===== src/rtl/pmod_link_pkg.sv =====
// Shared role encodings and default sizing for the two-board Pmod link bridge.
package pmod_link_pkg;

  typedef enum logic [1:0] {
    ROLE_GUARD  = 2'd0,
    ROLE_MASTER = 2'd1,
    ROLE_SLAVE  = 2'd2
  } role_e;

  localparam int DEF_NCH           = 7;
  localparam int DEF_SYNC_STAGES   = 2;
  localparam int DEF_STABLE_CYCLES = 16;
  localparam int DEF_GUARD_CYCLES  = 16;

endpackage


===== src/rtl/link_glitch_filter.sv =====
// Single-channel level filter: q follows d only after d has differed from q
// for STABLE_CYCLES consecutive enabled cycles.
module link_glitch_filter
  import pmod_link_pkg::*;
#(
  parameter int STABLE_CYCLES = DEF_STABLE_CYCLES
) (
  input  logic clk,
  input  logic rstn,
  input  logic clr,
  input  logic en,
  input  logic d,
  output logic q
);

  localparam int            CW     = $clog2(STABLE_CYCLES + 1);
  localparam logic [CW-1:0] CNT_TC = CW'(STABLE_CYCLES);

  logic [CW-1:0] cnt;
  logic [CW-1:0] cnt_inc;

  assign cnt_inc = cnt + 1'b1;

  // cnt tops out at STABLE_CYCLES-1, so it can never wrap
  always_ff @(posedge clk or negedge rstn) begin
    if (!rstn) begin
      cnt <= '0;
      q   <= 1'b0;
    end else if (clr) begin
      cnt <= '0;
      q   <= 1'b0;
    end else if (en) begin
      if (d == q) begin
        cnt <= '0;
      end else if (cnt_inc == CNT_TC) begin
        q   <= d;
        cnt <= '0;
      end else begin
        cnt <= cnt_inc;
      end
    end
  end

endmodule


===== src/rtl/pmod_link_bridge.sv =====
// Two-board Pmod link bridge with master/slave role select and a guard interval
// (all outputs low) after reset and on every role change.
//
//   state       | meaning
//   ROLE_GUARD  | outputs held low, guard counter running down to the new role
//   ROLE_MASTER | drive local OLED signals out, filter remote buttons in
//   ROLE_SLAVE  | drive local buttons out, pass remote OLED signals in
module pmod_link_bridge
  import pmod_link_pkg::*;
#(
  parameter int NCH           = DEF_NCH,
  parameter int SYNC_STAGES   = DEF_SYNC_STAGES,
  parameter int STABLE_CYCLES = DEF_STABLE_CYCLES,
  parameter int GUARD_CYCLES  = DEF_GUARD_CYCLES
) (
  input  logic           clk,
  input  logic           rstn,
  input  logic           isMaster,
  input  logic [NCH-1:0] linkIn,
  output logic [NCH-1:0] linkOut,
  input  logic [NCH-1:0] masterTx,
  output logic [NCH-1:0] masterRx,
  input  logic [NCH-1:0] slaveTx,
  output logic [NCH-1:0] slaveRx,
  output logic [1:0]     roleState,
  output logic           guardActive
);

  localparam int            GW         = $clog2(GUARD_CYCLES + 1);
  localparam logic [GW-1:0] GUARD_LOAD = GW'(GUARD_CYCLES);

  logic [1:0]     role_sr;
  logic           role_sync;
  logic           role_q;
  logic [2:0]     role_vld_sr;
  logic           role_changed;
  logic [NCH-1:0] link_sr [SYNC_STAGES];
  logic [NCH-1:0] stx_sr  [SYNC_STAGES];
  logic [NCH-1:0] link_sync;
  logic [NCH-1:0] stx_sync;
  logic [NCH-1:0] filt_q;
  logic           filt_clr;
  logic           filt_en;
  role_e          state;
  logic [GW-1:0]  guard_cnt;

  assign role_sync = role_sr[1];
  assign link_sync = link_sr[SYNC_STAGES-1];
  assign stx_sync  = stx_sr[SYNC_STAGES-1];

  // The role synchroniser fills from its reset value of 0 over the first
  // cycles; that fill is not a real role change and must not stretch the guard.
  assign role_changed = role_vld_sr[2] && (role_sync != role_q);

  always_ff @(posedge clk or negedge rstn) begin
    if (!rstn) begin
      role_sr     <= '0;
      role_q      <= 1'b0;
      role_vld_sr <= '0;
      for (int i = 0; i < SYNC_STAGES; i++) begin
        link_sr[i] <= '0;
        stx_sr[i]  <= '0;
      end
    end else begin
      role_sr     <= {role_sr[0], isMaster};
      role_q      <= role_sync;
      role_vld_sr <= {role_vld_sr[1:0], 1'b1};
      link_sr[0]  <= linkIn;
      stx_sr[0]   <= slaveTx;
      for (int i = 1; i < SYNC_STAGES; i++) begin
        link_sr[i] <= link_sr[i-1];
        stx_sr[i]  <= stx_sr[i-1];
      end
    end
  end

  assign filt_clr = (state == ROLE_GUARD);
  assign filt_en  = (state == ROLE_MASTER);

  for (genvar c = 0; c < NCH; c++) begin : g_filt
    link_glitch_filter #(
      .STABLE_CYCLES(STABLE_CYCLES)
    ) u_filt (
      .clk (clk),
      .rstn(rstn),
      .clr (filt_clr),
      .en  (filt_en),
      .d   (link_sync[c]),
      .q   (filt_q[c])
    );
  end

  always_ff @(posedge clk or negedge rstn) begin
    if (!rstn) begin
      state     <= ROLE_GUARD;
      guard_cnt <= GUARD_LOAD;
      linkOut   <= '0;
      masterRx  <= '0;
      slaveRx   <= '0;
    end else begin
      case (state)
        ROLE_GUARD: begin
          linkOut  <= '0;
          masterRx <= '0;
          slaveRx  <= '0;
          if (role_changed) begin
            guard_cnt <= GUARD_LOAD;
          end else if (guard_cnt <= GW'(1)) begin
            guard_cnt <= '0;
            state     <= role_sync ? ROLE_MASTER : ROLE_SLAVE;
          end else begin
            guard_cnt <= guard_cnt - 1'b1;
          end
        end
        ROLE_MASTER: begin
          linkOut  <= masterTx;
          masterRx <= filt_q;
          slaveRx  <= '0;
          if (!role_sync) begin
            state     <= ROLE_GUARD;
            guard_cnt <= GUARD_LOAD;
          end
        end
        ROLE_SLAVE: begin
          linkOut  <= stx_sync;
          masterRx <= '0;
          slaveRx  <= link_sync;
          if (role_sync) begin
            state     <= ROLE_GUARD;
            guard_cnt <= GUARD_LOAD;
          end
        end
        default: begin
          state     <= ROLE_GUARD;
          guard_cnt <= GUARD_LOAD;
          linkOut   <= '0;
          masterRx  <= '0;
          slaveRx   <= '0;
        end
      endcase
    end
  end

  assign roleState   = state;
  assign guardActive = (state == ROLE_GUARD);

endmodule

===== config.mk =====
export PLATFORM = sky130hd
export DESIGN_NAME = pmod_link_bridge
export DESIGN_NICKNAME = d
export VERILOG_FILES = /design/src/rtl/pmod_link_pkg.sv /design/src/rtl/link_glitch_filter.sv /design/src/rtl/pmod_link_bridge.sv
export SDC_FILE = /design/constraint.sdc
export NUM_CORES = 1
export LEC_CHECK = 0
export ABC_AREA = 1
export CAP_MARGIN = 20
export CORE_MARGIN = 3
export CORE_UTILIZATION = 60
export CTS_CLUSTER_SIZE = 16
export DETAILED_ROUTE_END_ITERATION = 8
export PLACE_DENSITY = 0.82
export SLEW_MARGIN = 20
export SYNTH_ARGS = -nofsm -noshare
export SYNTH_HDL_FRONTEND = slang
export SYNTH_SLANG_ARGS = --single-unit

===== constraint.sdc =====
create_clock -name clk -period 2.28 [get_ports clk]
set_input_delay 0.456 -clock clk [delete_from_list [all_inputs] [get_ports clk]]
set_output_delay 0.456 -clock clk [all_outputs]
set_load 0.02 [all_outputs]

**After elaboration in Yosys (flattened, before gate mapping)**

Index checks and enable logic that the tools add are counted.

- Add/sub/neg operators: 8
- Equality and inequality tests: 28
- $lt $le $gt $ge: 1
- Reductions and logical operators: 19
- Mux-type cells: 70

Operators with widths:

| kind | number |
|---|---|
| $mux W5 | 32 |
| $add A5 B1 Y5 const B | 7 |
| $eq A5 B5 Y1 const B | 7 |
| $mux W1 | 28 |
| $reduce_and A3 Y1 | 7 |
| $ne A2 B2 Y1 const B | 10 |
| $reduce_bool A2 Y1 | 8 |
| $pmux W5 S3 | 1 |
| $mux W7 | 2 |
| $pmux W7 S2 | 1 |
| $mux W2 | 5 |
| $eq A1 B1 Y1 | 7 |
| $pmux W2 S3 | 1 |
| $le A5 B1 Y1 const B | 1 |
| $sub A5 B1 Y5 const B | 1 |
| $reduce_and A4 Y1 | 1 |
| $eq A2 B1 Y1 const B | 1 |
| $eq A2 B2 Y1 const B | 1 |
| $logic_not A2 Y1 | 1 |
| $ne A2 B1 Y1 const B | 1 |
| $reduce_and A2 Y1 | 1 |
| $logic_and A1 B1 Y1 | 1 |
| $ne A1 B1 Y1 | 1 |

- Logic and storage cells: 152
- Output and inout port bits: 24
- Input bits: 24
- Register bits after elaboration: 104

**Logic depth before layout (Yosys ltp)**

- Depth in word-level cells: 6
- Mapped depth: 9
- Mapped depth without buffers: 9

**Hierarchy**

From an unflattened synthesis, not the netlist that was laid out.

- Cells, all modules: 507
- Area total of the unflattened synthesis: 4624.4 um2

Modules (own cells, without submodules):

| module | area an instance (um2) | cells an instance | times used |
|---|---|---|---|
| link_glitch_filter | 362.8 | 47 | 7 |
| pmod_link_bridge | 2084.5 | 178 | 1 |

**Worst setup path before layout**

No wires, ideal clock.

- Kind: register -> register
- From: reg state[0] (netlist: roleState[0])
- To: reg g_filt[1].u_filt.cnt[1]
- Data arrival time: 1.539 ns
- Path buffers: 1
- Cell stages (with the launch flop): 6
- Path slack: 0.619 ns
- Path through: dfrtp_1 > inv_1 > ha_1 > inv_2 > buf_2 > a32o_1

- Cells in the longest elaborated chain, start to end: 2
- Elaborated cells on any way between the ends: 4
- Those cells by class: eq/ne: 1; mux: 1; reduce/logical: 2

Ends and longest elaborated chain:

| item | line | source |
|---|---|---|
| start, declared | pmod_link_bridge.sv:44 | `role_e state;` |
| start signal, assigned | pmod_link_bridge.sv:110 | `state <= role_sync ? ROLE_MASTER : ROLE_SLAVE;` |
| $logic_not A2 Y1 * | -- |  |
| via guardActive | pmod_link_bridge.sv:26 | `output logic guardActive` |
| $mux W5 / $reduce_bool A2 Y1 (equally long branches) | -- |  |
| end signal, assigned | link_glitch_filter.sv:39 | `cnt <= cnt_inc;` |
| end, declared | link_glitch_filter.sv:19 | `logic [CW-1:0] cnt;` |

The timed path passes the listed nets; every way through them passes the cells marked *.
A chain may end at the register's enable or synchronous reset.

**Final worst setup path**

- From: reg state[1] (netlist: roleState[1])
- To: out guardActive

- Cells in the longest elaborated chain, start to end: 1

Ends and longest elaborated chain:

| item | line | source |
|---|---|---|
| $logic_not A2 Y1 | pmod_link_bridge.sv:145 | `assign guardActive = (state == ROLE_GUARD);` |
| end, declared | pmod_link_bridge.sv:26 |  |

No other way between the ends.

==> flow_summary_export.csv <==
group,metric,value,unit
power_and_ir_drop,power,4.85,mW
place,dp_cells,608,
setup_path,critPathKind,"flop to output port",
synthesis,ys_ff_latch,104,
timing,post-route-min-period,2.14,ns
timing,rsz0062_at_grt,"no",
timing,clock_skew,0.00920,ns
hold_path,hold_class,"input port to async pin",
setup_path,critPathTopFamily,"buffers and inverters",
clock_network,clock_latency,0.37,ns
synthesis,synth_cell_types,32,
synthesis,synth_compound_area_share,7.93,%
synthesis,netlist_instances,469,
clock_network,clock-sinks,104,
drt,drcViolationCount,0,
drt,ant_nets,0,
setup_path,crit_path_end_kind,"output port",
layout,area_growth_syn_to_layout,17.8,%
clock_network,cts_tree,"yes",
clock_network,cts-htree-levels,3,
layout,instances_no_fill,624,
synthesis,ys_top_cells_by_area,"dfrtp_1 58%, nand2_1 9.9%, inv_1 5.3%",
timing,fin_setup_tns,0,ns
synthesis,synth_top_area_cell,"dfrtp_1",
synthesis,syn_nets,505,
floorplan,core,0.00698,mm^2
drt,vias,3385,
synthesis,synth_edf_count,0,
setup_path,cp_slowest_cell,"clkdlybuf4s50_1",
global_routing,grt_max_degree,48,
synthesis,yosysMostFrequentCell,"nand2_1",
place,dpl.hpwl,5.93,mm
layout,layout.cell_area.non_filler,0.00520,mm^2
setup_path,critPathMaxFanout,4,
place,place_area,0.00501,mm^2
drt,drt-pass1-iter-count,5,
drt,drt-met1-wl,3.85,mm
layout,n_antenna_cell,0,
timing,slew_headroom,59.3,%
synthesis,ys.flop_type,"dfrtp_1",
layout,drive_gt1_share,7.20,%
floorplan,dieArea,0.00843,mm^2
layout,nets,559,
global_routing,antenna_found_initial,0,
place,numPortBuffers,47,
place,gp_congestion,0.846,
timing,max_slew.worst_pin.slew,0.609,ns
synthesis,ys.warnings.count,0,
setup_path,crit_required,1.82,ns
power_and_ir_drop,cellLeakagePower,2.56,nW
drt,drt_iter0_drc,214,
global_routing,grt_pass1_wl,14.9,mm
synthesis,yosys.area_share.simple,20.8,%
synthesis,yosys.area_share.xor_xnor,1.98,%
timing,report.final.slew_viol_count,0,
synthesis,synthArstFlopShare,100,%
drt,wl,8.62,mm
clock_network,cts_inserted_buffers,9,
synthesis,muxShareOfSynthArea,0,%
clock_network,holdBufCountCts,0,
floorplan,num_rows,30,
drt,via_per_inst,5.42,
job,cap_violations,0,
synthesis,yosys.area.top_type_share,58.3,%
clock_network,clk_path_buf_depth,2,
run_status,status,"finished, final reports clean",
synthesis,synth_top_family_by_area,"simple AND/OR/NAND/NOR gates",
global_routing,grt_remaining_overflow,0,
setup_path,worstPathCellList,"inv_1 > ha_1 > clkdlybuf4s50_1",
power_and_ir_drop,power_density,933,mW/mm^2
synthesis,synthAdderAreaFrac,3.40,%
power_and_ir_drop,ir_drop,0.568,mV
clock_network,cts-root-buf,"clkbuf_8",
synthesis,synth_area,0.00442,mm^2
timing,min_period_over_period,93.9,%
floorplan,die_w,91.8,um
synthesis,synth_common_cells,"117 x nand2_1, 103 x dfrtp_1, 62 x inv_1",
setup_path,critical_path_arrival,1.69,ns
setup_path,crit_buf_inv,2,
timing,setup_violations,0,
timing,max_freq,467,MHz
setup_path,cpPeakStageDelay,0.61,ns
global_routing,grt_usage,22.2,%
floorplan,die_h,91.8,um
drt,wl_met3,469,um
clock_network,post_cts_buffers,0,
synthesis,syn_area_per_cell,9.42,um^2
timing,finalHoldViolations,0,
global_routing,grt_pass1_vias,3340,
drt,wl_per_cell,13.8,um
timing,whs,0.0413,ns
floorplan,ios,48,
floorplan,initial_utilization,63.3,%
setup_path,start_kind,"flop",
clock_network,worst_setup_hold_path_clk_slew,0.10,ns
drt,highest_layer,"met4",
clock_network,cts_resized,0,
drt,wl_met2,4.20,mm
synthesis,ys_seq_area_share,58.9,%
[per-layer routing]
metal / vias to the layer above / track usage, %
met1: 1627 / 30.1
met2: 112 / 35.4
met3: 8 / 4.35
met5: - / 0
met4: 0 / 9.03
li1: 1638 / -
[path summary, 6_finish.rpt]
check / startpoint / endpoint / slack [ns] / depth (start not counted)
max: roleState[1] / guardActive / 0.14 / 3
min: rstn / slaveRx[5] / 0.04 / 1
max reg2reg: roleState[0] / g_filt[4].u_filt.cnt[2] / 0.33 / 7
min reg2reg: stx_sr[8] / stx_sync[1] / 0.36 / 0
max in group asynchronous: rstn / link_sr[8] / 1.58 / 2
min in group clk: stx_sr[8] / stx_sync[1] / 0.36 / 0
[through the flow]
step	utilization (%)	setup slack, ns
2_1_floorplan	-	0.619
3_3_place_gp	71.7	0.465
3_5_place_dp	71.7	0.350
4_1_cts	74.5	0.123
5_1_grt	74.5	0.0588
6_report	74.5	0.139
[sequential cells by signal, summed over array words and instances (netlist names)]
name,flops
role_q,1
g_filt.u_filt.cnt,35
slaveRx,7
linkOut,7
link_sr,7
link_sync,7
g_filt.u_filt.q,7
stx_sr,7
role_vld_sr,3
roleState,2
role_sr,2
stx_sync,7
masterRx,7
guard_cnt,5
[logic make-up after synthesis]
group | count (synthesis)
xor gates and xnor gates | 10
DFF | 104
adders and majority gates | 12
buffers and inverters | 76
other | 1
AOI/OAI and AO/OA | 59
and+or+nand+nor | 207
[cell type report]
cell class	count	area, um^2
clock buffers	9	124
repair buffers	53	526
flip-flops and latches	104	2600
fillers	517	1780
inverters	66	248
well taps	96	120
multi-input cells	289	1510
clock inverters	7	72.6
[where the power goes]
part	switching, mW	total [mW]	leakage, nW	internal, mW
clock network	0.684	1.11	0.101	0.429
registers	0.0825	2.08	1.36	2.00
logic	1.13	1.66	1.10	0.533
[placed cells by master (no fill, tap or decap), types with 12 or more instances in the layout]
cell,count
dfrtp_1,103
ha_1,12
clkdlybuf4s50_1,46
a21oi_1,24
nand3_1,40
nor2_1,20
inv_1,62
nand2_1,117
nand4_1,21
o21ai_0,14
Note: power is estimated with default switching activity, not from simulation.
